`src/rtl/ctx_sequencer.sv`:
```
// ctx_sequencer: loads the CGRA context RAM from the host on port A and streams
// a programmed, optionally looped, window of context words to the PE array from
// port B through a 2-entry output FIFO with a bypass path for minimum latency.
module ctx_sequencer #(
    parameter int AWIDTH = 10,
    parameter int DWIDTH = 32,
    parameter int LWIDTH = 8
) (
    input  logic              clk,
    input  logic              rst_n,
    input  logic              wr_valid,
    output logic              wr_ready,
    input  logic [AWIDTH-1:0] wr_addr,
    input  logic [DWIDTH-1:0] wr_data,
    input  logic              start,
    input  logic              abort,
    input  logic [AWIDTH-1:0] base_addr,
    input  logic [AWIDTH:0]   num_ctx,
    input  logic [LWIDTH-1:0] num_loops,
    output logic              busy,
    output logic              done,
    output logic              ctx_valid,
    input  logic              ctx_ready,
    output logic [DWIDTH-1:0] ctx_data,
    output logic              ram_ena,
    output logic              ram_wea,
    output logic [AWIDTH-1:0] ram_addra,
    output logic [DWIDTH-1:0] ram_dina,
    output logic              ram_enb,
    output logic              ram_web,
    output logic [AWIDTH-1:0] ram_addrb,
    input  logic [DWIDTH-1:0] ram_doutb
);

    typedef enum logic [1:0] {IDLE, RUN, DRAIN, DONE} state_t;

    state_t            state, state_next;
    logic              armed;
    logic [AWIDTH-1:0] base_r, rd_addr, rd_addr_next;
    logic [AWIDTH:0]   num_ctx_r, issue_cnt, issue_cnt_next, issue_cnt_inc;
    logic [LWIDTH-1:0] num_loops_r, pass_cnt, pass_cnt_next;
    logic              inflight;
    logic [DWIDTH-1:0] fifo_mem [2];
    logic              fifo_wptr, fifo_rptr;
    logic [1:0]        fifo_count, occupancy;
    logic              fifo_empty, fifo_push, fifo_pop, pop;
    logic              wr_accept, issue, flush, capture;

    // Host write channel: port A follows an accepted write combinationally;
    // armed keeps every output low until the first clock after reset.
    assign wr_ready  = armed && (state == IDLE);
    assign wr_accept = wr_valid && wr_ready;
    assign ram_ena   = wr_accept;
    assign ram_wea   = wr_accept;
    assign ram_addra = wr_accept ? wr_addr : '0;
    assign ram_dina  = wr_accept ? wr_data : '0;

    // Port B is read-only and only addressed when a read is issued
    assign ram_web   = 1'b0;
    assign ram_enb   = issue;
    assign ram_addrb = issue ? rd_addr : '0;

    // Output side: FIFO head when occupied, otherwise the returning RAM word
    // bypasses the FIFO so the first word appears two cycles after start.
    assign fifo_empty    = (fifo_count == 2'd0);
    assign ctx_valid     = !fifo_empty || inflight;
    assign ctx_data      = !fifo_empty ? fifo_mem[fifo_rptr] : (inflight ? ram_doutb : '0);
    assign pop           = ctx_valid && ctx_ready;
    assign fifo_push     = inflight && !(fifo_empty && pop);
    assign fifo_pop      = pop && !fifo_empty;
    assign occupancy     = fifo_count + {1'b0, inflight};
    assign issue_cnt_inc = issue_cnt + (AWIDTH+1)'(1);

    // Next-state, read-issue and window/loop counter logic
    always_comb begin
        state_next     = state;
        issue          = 1'b0;
        flush          = 1'b0;
        capture        = 1'b0;
        done           = 1'b0;
        busy           = 1'b0;
        rd_addr_next   = rd_addr;
        issue_cnt_next = issue_cnt;
        pass_cnt_next  = pass_cnt;
        case (state)
            IDLE: begin
                if (armed && start) begin
                    capture = 1'b1;
                    if (num_ctx == '0) begin
                        state_next = DONE;
                    end else begin
                        rd_addr_next   = base_addr;
                        issue_cnt_next = '0;
                        pass_cnt_next  = '0;
                        state_next     = RUN;
                    end
                end
            end
            RUN: begin
                busy = 1'b1;
                if (abort) begin
                    flush      = 1'b1;
                    state_next = DONE;
                end else if (occupancy < 2'd2) begin
                    issue          = 1'b1;
                    rd_addr_next   = rd_addr + AWIDTH'(1);
                    issue_cnt_next = issue_cnt_inc;
                    if (issue_cnt_inc == num_ctx_r) begin
                        if (pass_cnt < num_loops_r) begin
                            pass_cnt_next  = pass_cnt + LWIDTH'(1);
                            issue_cnt_next = '0;
                            rd_addr_next   = base_r;
                        end else begin
                            state_next = DRAIN;
                        end
                    end
                end
            end
            DRAIN: begin
                busy = 1'b1;
                if (abort) begin
                    flush      = 1'b1;
                    state_next = DONE;
                end else if (!inflight && fifo_empty) begin
                    state_next = DONE;
                end
            end
            DONE: begin
                done       = 1'b1;
                state_next = IDLE;
            end
            default: state_next = IDLE;
        endcase
    end

    // State register and post-reset arming flag
    always_ff @(posedge clk or negedge rst_n) begin
        if (!rst_n) begin
            state <= IDLE;
            armed <= 1'b0;
        end else begin
            state <= state_next;
            armed <= 1'b1;
        end
    end

    // Sequence parameters captured on start, plus the address and pass counters
    always_ff @(posedge clk or negedge rst_n) begin
        if (!rst_n) begin
            base_r      <= '0;
            num_ctx_r   <= '0;
            num_loops_r <= '0;
            rd_addr     <= '0;
            issue_cnt   <= '0;
            pass_cnt    <= '0;
        end else begin
            if (capture) begin
                base_r      <= base_addr;
                num_ctx_r   <= num_ctx;
                num_loops_r <= num_loops;
            end
            rd_addr   <= rd_addr_next;
            issue_cnt <= issue_cnt_next;
            pass_cnt  <= pass_cnt_next;
        end
    end

    // In-flight read flag and 2-entry output FIFO; abort discards both
    always_ff @(posedge clk or negedge rst_n) begin
        if (!rst_n) begin
            inflight    <= 1'b0;
            fifo_count  <= 2'd0;
            fifo_wptr   <= 1'b0;
            fifo_rptr   <= 1'b0;
            fifo_mem[0] <= '0;
            fifo_mem[1] <= '0;
        end else if (flush) begin
            inflight   <= 1'b0;
            fifo_count <= 2'd0;
            fifo_wptr  <= 1'b0;
            fifo_rptr  <= 1'b0;
        end else begin
            inflight <= issue;
            if (fifo_push) begin
                fifo_mem[fifo_wptr] <= ram_doutb;
                fifo_wptr           <= ~fifo_wptr;
            end
            if (fifo_pop) begin
                fifo_rptr <= ~fifo_rptr;
            end
            case ({fifo_push, fifo_pop})
                2'b10:   fifo_count <= fifo_count + 2'd1;
                2'b01:   fifo_count <= fifo_count - 2'd1;
                default: fifo_count <= fifo_count;
            endcase
        end
    end

endmodule
```
`config.mk`:
```
export PLATFORM = sky130hd
export DESIGN_NAME = ctx_sequencer
export DESIGN_NICKNAME = d
export VERILOG_FILES = /design/src/rtl/ctx_sequencer.sv
export SDC_FILE = /design/constraint.sdc
export NUM_CORES = 1
export LEC_CHECK = 0
export ABC_CLOCK_PERIOD_IN_PS = 3400
export BUFFER_PORTS_ARGS = -buffer_cell sky130_fd_sc_hd__buf_2
export CORE_UTILIZATION = 53
export CTS_CLUSTER_DIAMETER = 60
export DETAILED_ROUTE_END_ITERATION = 10
export MAX_ROUTING_LAYER = met4
export PLACE_DENSITY = 0.86
export SLEW_MARGIN = 25
export SYNTH_ARGS = -nofsm -noshare
export SYNTH_HDL_FRONTEND = slang
export SYNTH_SLANG_ARGS = --single-unit
```
`constraint.sdc`:
```
create_clock -name clk -period 3.4 [get_ports clk]
set_clock_uncertainty 0.2 [all_clocks]
set_input_delay 0.68 -clock clk [delete_from_list [all_inputs] [get_ports clk]]
set_output_delay 0.68 -clock clk [all_outputs]
set_load 0.1 [all_outputs]
```
==> results.sh <==
export IMPL_outcome="finished clean"
export IMPL_rsz0062_at_grt="false"
export IMPL_critPathKind="flip-flop to flip-flop"
export IMPL_finalNetCount=1018
export IMPL_max_stage_delay_ps=600
export IMPL_ys_flop_type="dfrtp_1"
export IMPL_drt_first_pass_iters=5
export IMPL_dpl_instance_area_um2=9310
export IMPL_die_w_um=121
export IMPL_critPathBufInv=0
export IMPL_num_vias=6286
export IMPL_path_max_fanout=12
export IMPL_powerDensity_nw_per_um2=966
export IMPL_avgSynthCellArea_um2=10.5
export IMPL_synth_area_leaders="dfrtp_1, mux2_2, mux2i_1"
export IMPL_syn_to_final_growth_pct=32.1
export IMPL_grt_pass1_wl_mm=31.6
export IMPL_async_flop_share=1.00
export IMPL_period_share=0.931
export IMPL_p_seq_frac=0.279
export IMPL_internal_power_uw=4900
export IMPL_ios=201
export IMPL_start_util=0.541
export IMPL_portBuffers=199
export IMPL_finalMaxSlewViolations=0
export IMPL_root_buffer="clkbuf_16"
export IMPL_power_frac_comb=0.536
export IMPL_cp_required_ps=3500
export IMPL_fp_row_count=43
export IMPL_yosysWarnings=0
export IMPL_clockPowerShare=0.186
export IMPL_fin_setup_tns_ps=0
export IMPL_post_cts_setup_buffers=0
export IMPL_drt_iter0_markers=364
export IMPL_cp_arrival_ps=3270
export IMPL_seq_area_frac_synth=0.435
export IMPL_grt_ovfl_total=0
export IMPL_vias_per_cell=5.78
export IMPL_ys_types=66
export IMPL_cp_cell_sequence="ha_1 -> nand4_4 -> nor2_1 -> xnor2_1 -> nand4b_2 -> o31ai_4 -> nor2_2 -> mux2_2"
export IMPL_tightestPinTransition_ps=655
export IMPL_cts_max_path_buffers=2
export IMPL_numCtsBuffers=17
export IMPL_layout_min_cycle_time_ps=3170
export IMPL_hold_buffers=0
export IMPL_htreeDepth=4
export IMPL_cap_viol_max_count=0
export IMPL_fp_dieH_um=121
export IMPL_path_delay_family="simple AND/OR/NAND/NOR gates"
export IMPL_utilization=0.715
export IMPL_finalHoldViolCount=0
export IMPL_drc=0
export IMPL_p_leak_uw=0.00464
export IMPL_crit_path_start_kind="flip-flop"
export IMPL_routedWlPerCell_um=17.9
export IMPL_insertion_delay_ps=420
export IMPL_yosysTopAreaCell="dfrtp_1"
export IMPL_setup_violations=0
export IMPL_gp_congestion=0.934
export IMPL_clock_sinks=130
export IMPL_hpwl_mm=13.7
export IMPL_yosys_top_cells_count="dfrtp_1, mux2_2, and2_1"
export IMPL_slowest_stage="o31ai_4"
export IMPL_drive_gt1_frac=0.398
export IMPL_yosysMostFrequentCell="dfrtp_1"
export IMPL_max_freq_mhz=316
export IMPL_cts_tree="built"
export IMPL_ir_drop_mv=0.900
export IMPL_antenna_cells=0
export IMPL_synthesis_instances=712
export IMPL_final_area_um2=9880
export IMPL_wirelength_mm=19.5
export IMPL_antenna_found_initial=0
export IMPL_grt_pass1_vias=6315
export IMPL_core_area_um2=13800
export IMPL_hold_path_class="input pin to asynchronous set/reset pin"
export IMPL_syn_num_nets=835
export IMPL_slew_headroom=0.560
export IMPL_yosys_area_top_type_share=0.435
export IMPL_clk_pin_slew_ps=50
export IMPL_synth_edff_count=0
export IMPL_fp_dieArea_um2=14600
export IMPL_netlist_area_um2=7480
export IMPL_grt_max_degree=66
export IMPL_ys_ff_latch=130
export IMPL_switching_share=0.487
export IMPL_grt_util_all_layers=0.288
export IMPL_antenna_left=0
export IMPL_cts_resized=0
export IMPL_cp_end_kind="flip-flop"
export IMPL_net_switching_power_uw=4640
cell usage in the layout, fill, tap and decap left out, drive strengths merged, types with 4 or more instances in the layout:
| cell | Yosys | final |
|---|---|---|
| and2 | 53 | 53 |
| nor2 | 11 | 11 |
| a21oi | 23 | 23 |
| nor2b | 7 | 7 |
| and3 | 23 | 23 |
| xnor2 | 13 | 13 |
| o21ai | 60 | 60 |
| clkinvlp | 0 | 6 |
| o31ai | 5 | 5 |
| nand2b | 4 | 4 |
| mux2i | 39 | 39 |
| nor3 | 20 | 20 |
| a22o | 5 | 5 |
| nand3 | 41 | 41 |
| nor4 | 7 | 7 |
| clkbuf | 26 | 19 |
| clkinv | 0 | 4 |
| xor2 | 11 | 11 |
| inv | 16 | 17 |
| buf | 27 | 217 |
| a21o | 4 | 4 |
| mux2 | 95 | 95 |
| o211ai | 4 | 4 |
| nand2 | 29 | 29 |
| dfrtp | 130 | 130 |
| ha | 14 | 14 |
power by group through the flow:
| stage | clock [uW] | sequential (uW) | combinational (uW) |
|---|---|---|---|
| after floorplan | 0 | 2490 | 4070 |
| after global placement | 0 | 2630 | 4950 |
| after detailed placement | 0 | 2670 | 5070 |
| after CTS | 1790 | 2650 | 5110 |
| after global routing | 1870 | 2740 | 5410 |
| final | 1770 | 2660 | 5110 |
through the flow:
step                      setup slack (ps)  cells  power (uW)  hold WS, ps
after floorplan                       -519    712        6560          184
after global placement                 498   1056        7580          281
after detailed placement               372   1056        7740          288
after CTS                              262   1088        9550         16.6
after global routing                  86.7   1088       10000         39.1
final                                  234   1088        9540         20.7
worst reg2reg max path, cell delays in order (launching register included):
cell and delay, ps:
dfrtp_1 420, ha_1 380, nand4_4 250, nor2_1 250, xnor2_1 190, nand4b_2 290
o31ai_4 600, nor2_2 170, mux2_2 300
per-layer routing:
metal / vias up / wire length [um] / track usage / part of all wire
met4: 0 / 402 / 0.105 / 0.021
met2: 291 / 9800 / 0.480 / 0.50
met5: - / 0 / - / 0
li1: 2921 / - / - / -
met3: 45 / 1310 / 0.0656 / 0.068
met1: 3029 / 7940 / 0.342 / 0.41
kinds of logic (layout without fill, tap and decap cells):
kind of cell | after synthesis | count (layout) | synth area share
muxes | 134 | 134 | 0.195
AOI/OAI and AO/OA | 129 | 129 | 0.111
xor gates and xnor gates | 24 | 24 | 0.0281
other | 2 | 2 | 0.00100
adders and majority gates | 14 | 14 | 0.0234
buffers and inverters | 69 | 265 | 0.0413
DFF | 130 | 130 | 0.435
and+or+nand+nor | 210 | 210 | 0.164
sequential cells by signal, indices dropped and copies added, names as in the netlist:
register     flops
pass_cnt         8
fifo_wptr        1
fifo_mem        64
rd_addr         10
inflight         1
armed            1
base_r          10
state            2
fifo_count       2
fifo_rptr        1
issue_cnt       11
num_ctx_r       11
num_loops_r      8
area by class of cell:
cell class	count	area, um^2
well taps	180	225
clock buffers	19	433
inverters	16	60.1
repair buffers	217	1830
multi-input cells	513	3940
flip-flops and latches	130	3250
clock inverters	13	138
fillers	960	3950
final timing paths:
check | startpoint | to | slack (ps) | cells after the start
hold reg to reg | base_r[2] | base_r[2] | 300 | 1
setup / recovery | issue_cnt[0] | issue_cnt[0] | 230 | 8
min in group clk | num_loops[2] | num_loops_r[2] | 290 | 2
max in group asynchronous | rst_n | base_r[6] | 2180 | 2
setup reg to reg | issue_cnt[0] | issue_cnt[0] | 230 | 8
hold / removal | rst_n | issue_cnt[2] | 20 | 1
Power figures use the tool's default switching activity.
